## src/rtl/board_io_ctrl.sv

```systemverilog
`default_nettype none
// ============================================================================
// Module   : board_io_ctrl
// Brief    : Switch/button debounce and windowed LED display with manual or
//            timed scrolling. Optional LED-MSB heartbeat: BOARD_IO_HEARTBEAT_EN.
// Revision : 1.0 - initial release
// ============================================================================
module board_io_ctrl #(
  parameter int NUM_SW       = 4,
  parameter int NUM_LED      = 4,
  parameter int DATA_W       = 32,
  parameter int CLK_DIV      = 50000,
  parameter int DB_TICKS     = 10,
  parameter int SCROLL_TICKS = 500,
  parameter int HB_TICKS     = 250
) (
  input  logic                   CLOCK_IN,
  input  logic                   RESET,
  input  logic [NUM_SW-1:0]      SWITCH,
  input  logic                   BTN,
  input  logic                   MODE,
  input  logic [DATA_W-1:0]      DISP_DATA,
  output logic [NUM_SW-1:0]      SW_STABLE,
  output logic [NUM_SW-1:0]      SW_RISE,
  output logic [((DATA_W/NUM_LED) > 1 ? $clog2(DATA_W/NUM_LED) : 1)-1:0] WIN,
  output logic                   TICK,
  output logic [NUM_LED-1:0]     LED
);

  localparam int c_NUM_WIN = DATA_W / NUM_LED;
  localparam int c_WIN_W   = (c_NUM_WIN > 1) ? $clog2(c_NUM_WIN) : 1;
  localparam int c_NB      = NUM_SW + 1;
  localparam int c_DIV_W   = $clog2(CLK_DIV);
  localparam int c_DB_W    = $clog2(DB_TICKS + 1);
  localparam int c_SC_W    = $clog2(SCROLL_TICKS + 1);

  logic [c_DIV_W-1:0] r_div;
  logic               w_tick;

  assign w_tick = (r_div == c_DIV_W'(CLK_DIV - 1));
  assign TICK   = w_tick;

  always_ff @(posedge CLOCK_IN) begin
    if (!RESET)      r_div <= '0;
    else if (w_tick) r_div <= '0;
    else             r_div <= r_div + 1'b1;
  end

  // Button rides in the MSB so it shares the switch debounce path.
  logic [c_NB-1:0] r_raw_s1, r_raw_s2;
  logic            r_mode_s1, r_mode_s2;

  always_ff @(posedge CLOCK_IN) begin
    if (!RESET) begin
      r_raw_s1  <= '0;
      r_raw_s2  <= '0;
      r_mode_s1 <= 1'b0;
      r_mode_s2 <= 1'b0;
    end else begin
      r_raw_s1  <= {BTN, SWITCH};
      r_raw_s2  <= r_raw_s1;
      r_mode_s1 <= MODE;
      r_mode_s2 <= r_mode_s1;
    end
  end

  logic [c_NB-1:0]   r_stable, r_stable_d;
  logic [c_DB_W-1:0] r_db_cnt [c_NB];
  logic [c_NB-1:0]   w_rise;
  logic              w_btn_rise;

  always_ff @(posedge CLOCK_IN) begin
    if (!RESET) begin
      r_stable   <= '0;
      r_stable_d <= '0;
      for (int i = 0; i < c_NB; i++) r_db_cnt[i] <= '0;
    end else begin
      r_stable_d <= r_stable;
      for (int i = 0; i < c_NB; i++) begin
        if (r_raw_s2[i] == r_stable[i]) begin
          r_db_cnt[i] <= '0;
        end else if (w_tick) begin
          if (r_db_cnt[i] == c_DB_W'(DB_TICKS - 1)) begin
            r_stable[i] <= r_raw_s2[i];
            r_db_cnt[i] <= '0;
          end else begin
            r_db_cnt[i] <= r_db_cnt[i] + 1'b1;
          end
        end
      end
    end
  end

  assign w_rise     = r_stable & ~r_stable_d;
  assign w_btn_rise = w_rise[NUM_SW];
  assign SW_STABLE  = r_stable[NUM_SW-1:0];
  assign SW_RISE    = w_rise[NUM_SW-1:0];

  // Auto event fires the cycle after the count lands on SCROLL_TICKS, which
  // aligns it with a debounced button rise so both can merge into one step.
  logic [c_SC_W-1:0] r_scroll;
  logic              w_auto;
  logic              w_step;

  assign w_auto = r_mode_s2 & (r_scroll == c_SC_W'(SCROLL_TICKS));
  assign w_step = w_btn_rise | w_auto;

  always_ff @(posedge CLOCK_IN) begin
    if (!RESET)                  r_scroll <= '0;
    else if (!r_mode_s2 || w_auto) r_scroll <= '0;
    else if (w_tick)             r_scroll <= r_scroll + 1'b1;
  end

  logic [c_WIN_W-1:0] r_win;

  always_ff @(posedge CLOCK_IN) begin
    if (!RESET) begin
      r_win <= '0;
    end else if (w_step) begin
      if (r_win == c_WIN_W'(c_NUM_WIN - 1)) r_win <= '0;
      else                                   r_win <= r_win + 1'b1;
    end
  end

  assign WIN = r_win;

  logic [NUM_LED-1:0] w_win_data [c_NUM_WIN];
  logic [NUM_LED-1:0] w_led_sel;
  logic [NUM_LED-1:0] w_led_next;
  logic [NUM_LED-1:0] r_led;

  for (genvar k = 0; k < c_NUM_WIN; k++) begin : g_win
    assign w_win_data[k] = DISP_DATA[k*NUM_LED +: NUM_LED];
  end

  assign w_led_sel = w_win_data[r_win];

`ifdef BOARD_IO_HEARTBEAT_EN
  localparam int c_HB_W = $clog2(HB_TICKS + 1);

  logic [c_HB_W-1:0] r_hb_cnt;
  logic              r_hb;
  logic              w_unused_msb;

  always_ff @(posedge CLOCK_IN) begin
    if (!RESET) begin
      r_hb_cnt <= '0;
      r_hb     <= 1'b0;
    end else if (w_tick) begin
      if (r_hb_cnt == c_HB_W'(HB_TICKS - 1)) begin
        r_hb_cnt <= '0;
        r_hb     <= ~r_hb;
      end else begin
        r_hb_cnt <= r_hb_cnt + 1'b1;
      end
    end
  end

  assign w_unused_msb = w_led_sel[NUM_LED-1];
  assign w_led_next   = {r_hb, w_led_sel[NUM_LED-2:0]};
`else
  logic w_unused_hb;

  assign w_unused_hb = (HB_TICKS == 0);
  assign w_led_next  = w_led_sel;
`endif

  always_ff @(posedge CLOCK_IN) begin
    if (!RESET) r_led <= '0;
    else        r_led <= w_led_next;
  end

  assign LED = r_led;

endmodule
`default_nettype wire

```

## config.mk

```make
export PLATFORM = sky130hd
export DESIGN_NAME = board_io_ctrl
export DESIGN_NICKNAME = d
export VERILOG_FILES = /design/src/rtl/board_io_ctrl.sv
export SDC_FILE = /design/constraint.sdc
export NUM_CORES = 1
export LEC_CHECK = 0
export CELL_PAD_IN_SITES_DETAIL_PLACEMENT = 1
export CELL_PAD_IN_SITES_GLOBAL_PLACEMENT = 2
export CORE_ASPECT_RATIO = 1.2
export CORE_UTILIZATION = 24
export CTS_CLUSTER_SIZE = 8
export DETAILED_ROUTE_END_ITERATION = 10
export GPL_TIMING_DRIVEN = 0
export PLACE_DENSITY = 0.68
export SYNTH_ARGS = -nofsm -noshare
export SYNTH_HDL_FRONTEND = slang
export SYNTH_SLANG_ARGS = --single-unit
export TNS_END_PERCENT = 20
```

## constraint.sdc

```tcl
create_clock -name CLOCK_IN -period 4.7 [get_ports CLOCK_IN]
set_clock_uncertainty 0.05 [all_clocks]
set_input_delay 0.94 -clock CLOCK_IN [delete_from_list [all_inputs] [get_ports CLOCK_IN]]
set_output_delay 0.94 -clock CLOCK_IN [all_outputs]
set_load 0.03 [all_outputs]
```

==> run_results.csv <==
group,metric,value,unit
placement,portBuffers,55,
synth,ys_warn_count,0,
timing,finalMaxSlewViolations,0,
power_and_ir_drop,ir_worst_vdd,0.1406,mV
timing,fin_setup_tns,0,ps
route,highest_layer,"met4",
route,drt_iter0_drc,46,
layout,final_cell_count_no_fill,571,
die,core,13880,um^2
worst_setup_path,start_kind,"flip-flop",
route,avgRoutedWirePerCell,14.29,um
synth,synth_edf_count,20,
power_and_ir_drop,power_frac_comb,0.051,
global_routing,grt_pass1_wl,13.53,mm
timing,grt_setup_unrepaired,"false",
global_routing,grt_usage,0.1167,
synth,ys.flop_type,"dfxtp_1",
route,vias,2589,
clock_network,cts_tree,"yes",
run,cap_violations,0,
power_and_ir_drop,seq_power_share,0.465,
timing,setup_violations,0,
layout,layout-drive-gt1-share,0.08500,
synth,synthArstFlopShare,0,
route,drt-met1-wl,3.642,mm
timing,final_hold_viol_count,0,
synth,avgSynthCellArea,10.41,um^2
worst_hold_path,hp-class,"flip-flop to flip-flop",
route,drc_errors,4,
global_routing,grt_max_degree,14,
route,routed_wl,8.159,mm
die,fp.dieH,132.9,um
timing,post-route-period-util,0.7536,
route,wl_met2,4.125,mm
placement,gp_congestion,0.6955,
timing,setup_ws,1158,ps
worst_setup_path,worstPathMaxFanout,10,
power_and_ir_drop,clkPwrFrac,0.484,
clock_network,insertion_delay,330,ps
timing,tightestPinTransition,536.6,ps
route,ant_nets,0,
worst_setup_path,arrival,2550,ps
layout,layout-area-overhead-vs-synth,31.24,%
clock_network,clkSinkCount,74,
route,wl_met3,202,um
clock_network,ctsHoldBuffers,0,
clock_network,clk_pin_slew,60,ps
clock_network,htree_levels,3,
status,violations,"design-rule violations",
synth,ys_seq_elements,74,
synth,ys_types,34,
global_routing,overflow,0,
worst_setup_path,required,3710,ps
clock_network,clk_path_buf_depth,2,
die,die_w,111.0,um
die,dieArea,14750,um^2
timing,slew_headroom,0.6423,
placement,place_ws,1430,ps
clock_network,ctsResizeCount,0,
worst_setup_path,end_kind,"output port",
die,fp-row-count,47,
layout,finalNetCount,450,
timing,fmax,282.3,MHz
global_routing,first_global_vias,2756,
placement,dp_hpwl,6.084,mm
power_and_ir_drop,p_total,1449,uW
global_routing,antenna_found_initial,0,
clock_network,postCtsSetupBuffers,0,
die,initial_utilization,0.2468,
power_and_ir_drop,p_leak,0.001608,uW
die,ios,56,
route,drt-pass1-iter-count,7,
placement,place_inst,555,
route,via_per_inst,4.534,
clock_network,cts_root_buf,"clkbuf_16",
power_and_ir_drop,swShare,0.2154,
worst_setup_path,critical_path_class,"flip-flop to output port",
clock_network,cts_buffers,9,
synth,synth_seq_area_share,0.4910,
timing,fin_crit,3542,ps
synth,syn-num-nets,384,
status,status,"finished, violations left",
synth,syn_area,3425,um^2
power_and_ir_drop,p_int,1137,uW
layout,antenna_cells,0,
power_and_ir_drop,pwr_density_cell,322.5,nW/um^2
power_and_ir_drop,power.net_switching,312.1,uW
synth,syn_inst,329,
==> area by class of cell <==
cell class	count	area, um^2
plain buffers	15	81.33
clock buffers	10	239.0
clock inverters	6	66.31
fillers	1571	9384
inverters	12	45.04
multi-input cells	228	1617
flip-flops and latches	74	1682
well taps	171	214.0
repair buffers	55	550.5
==> cells in the mapped netlist, drive strengths merged (2+ instances only) <==
cell | n | area (um^2)
and4 | 3 | 26.28
nand2 | 20 | 75.07
nand4 | 7 | 50.05
inv | 12 | 45.04
dfxtp | 54 | 1081
nor4 | 4 | 25.02
nand3b | 5 | 37.54
buf | 7 | 51.30
nor2 | 39 | 146.4
mux2i | 5 | 50.05
o21ai | 11 | 55.05
clkbuf | 8 | 30.03
nor2b | 8 | 50.05
nor3 | 4 | 20.02
xnor2 | 17 | 148.9
xor2 | 13 | 113.9
or4 | 4 | 30.03
or3 | 3 | 18.77
mux4 | 8 | 180.2
o31ai | 9 | 67.56
and3 | 2 | 12.51
and2 | 19 | 118.9
edfxtp | 20 | 600.6
and4bb | 2 | 25.02
a21oi | 7 | 35.03
ha | 15 | 187.7
nand3 | 20 | 100.1
==> worst paths after layout <==
kind	cells after the start	end	slack, ps	start
max	7	TICK	1160	r_div[0]$_SDFF_PP0_
min	1	r_raw_s2[0]$_SDFF_PN0_	390	r_raw_s1[0]$_SDFF_PN0_
max reg2reg	7	r_db_cnt[2][3]$_SDFFCE_PN0P_	2490	r_div[0]$_SDFF_PP0_
min reg2reg	1	r_raw_s2[0]$_SDFF_PN0_	390	r_raw_s1[0]$_SDFF_PN0_
==> cells in the final DEF, fill, tap and decap left out, types with 2 or more instances in the layout <==
cell             synthesis  routed
inv_1                   12      12
nand4_1                  6       6
clkinvlp_4               0       3
and2_1                  19      19
nand2_1                 20      20
nor2b_1                  8       8
clkbuf_16                0       9
and3_1                   2       2
dfxtp_1                 54      54
ha_1                    15      15
and4_1                   3       3
nor4_1                   4       4
clkbuf_1                 8       8
o21ai_0                 11      11
mux2i_1                  5       5
xnor2_1                 17      17
buf_4                    4       4
edfxtp_1                20      20
nand3b_1                 5       5
mux4_2                   8       8
buf_2                    2       2
or4_1                    4       4
nor2_1                  39      39
or3_1                    3       3
nor3_1                   4       4
o31ai_1                  9       9
nand3_1                 20      20
xor2_1                  13      13
clkdlybuf4s50_1          0      55
a21oi_1                  7       7
==> state kept, by name, indices dropped and copies added (netlist names) <==
signal	flops
r_db_cnt	20
r_scroll	9
r_mode_s1	1
r_stable	5
r_mode_s2	1
r_div	16
r_raw_s1	5
LED	4
r_raw_s2	5
WIN	3
r_stable_d	5
==> per-layer routing <==
metal  vias up  GRT usage
met2        34     0.2009
met5         -          0
met3        18    0.02382
met1      1257     0.1382
met4         0    0.05781
li1       1280          -
==> cell families (layout without fill, tap and decap cells) <==
group	count (synthesis)	count (layout)	synth area share
buffers and inverters	27	98	0.03690
and+or+nand+nor	142	142	0.2247
xor gates and xnor gates	30	30	0.07673
muxes	13	13	0.06723
AOI/OAI and AO/OA	28	28	0.04859
adders and majority gates	15	15	0.05480
DFF	74	74	0.4911
==> worst max-delay path, stage by stage (launching register included) <==
cell and delay (ps):
dfxtp_1 360, ha_1 230, and3_1 260, nand4_2 160
buf_6 180, clkbuf_1 250, inv_1 120, clkdlybuf4s50_1 670
==> per-stage QoR <==
stage	utilization	cell area, um^2	hold slack (ps)
finish	0.3238	4494	386.8
global route	0.3238	4494	406.2
CTS	0.3238	4494	389.5
detailed placement	0.3018	4189	373.7
global placement	0.3018	4189	371.4
floorplan	-	3425	361.9
==> power groups by stage <==
stage | Combinational, uW | Clock (uW) | Sequential, uW
after floorplan | 25.9 | 0 | 689
after global placement | 73.7 | 0 | 687
after detailed placement | 74.7 | 0 | 688
after CTS | 75.4 | 726 | 674
after global routing | 81.1 | 751 | 675
final | 73.6 | 702 | 674
(Power assumes the default switching activity.)
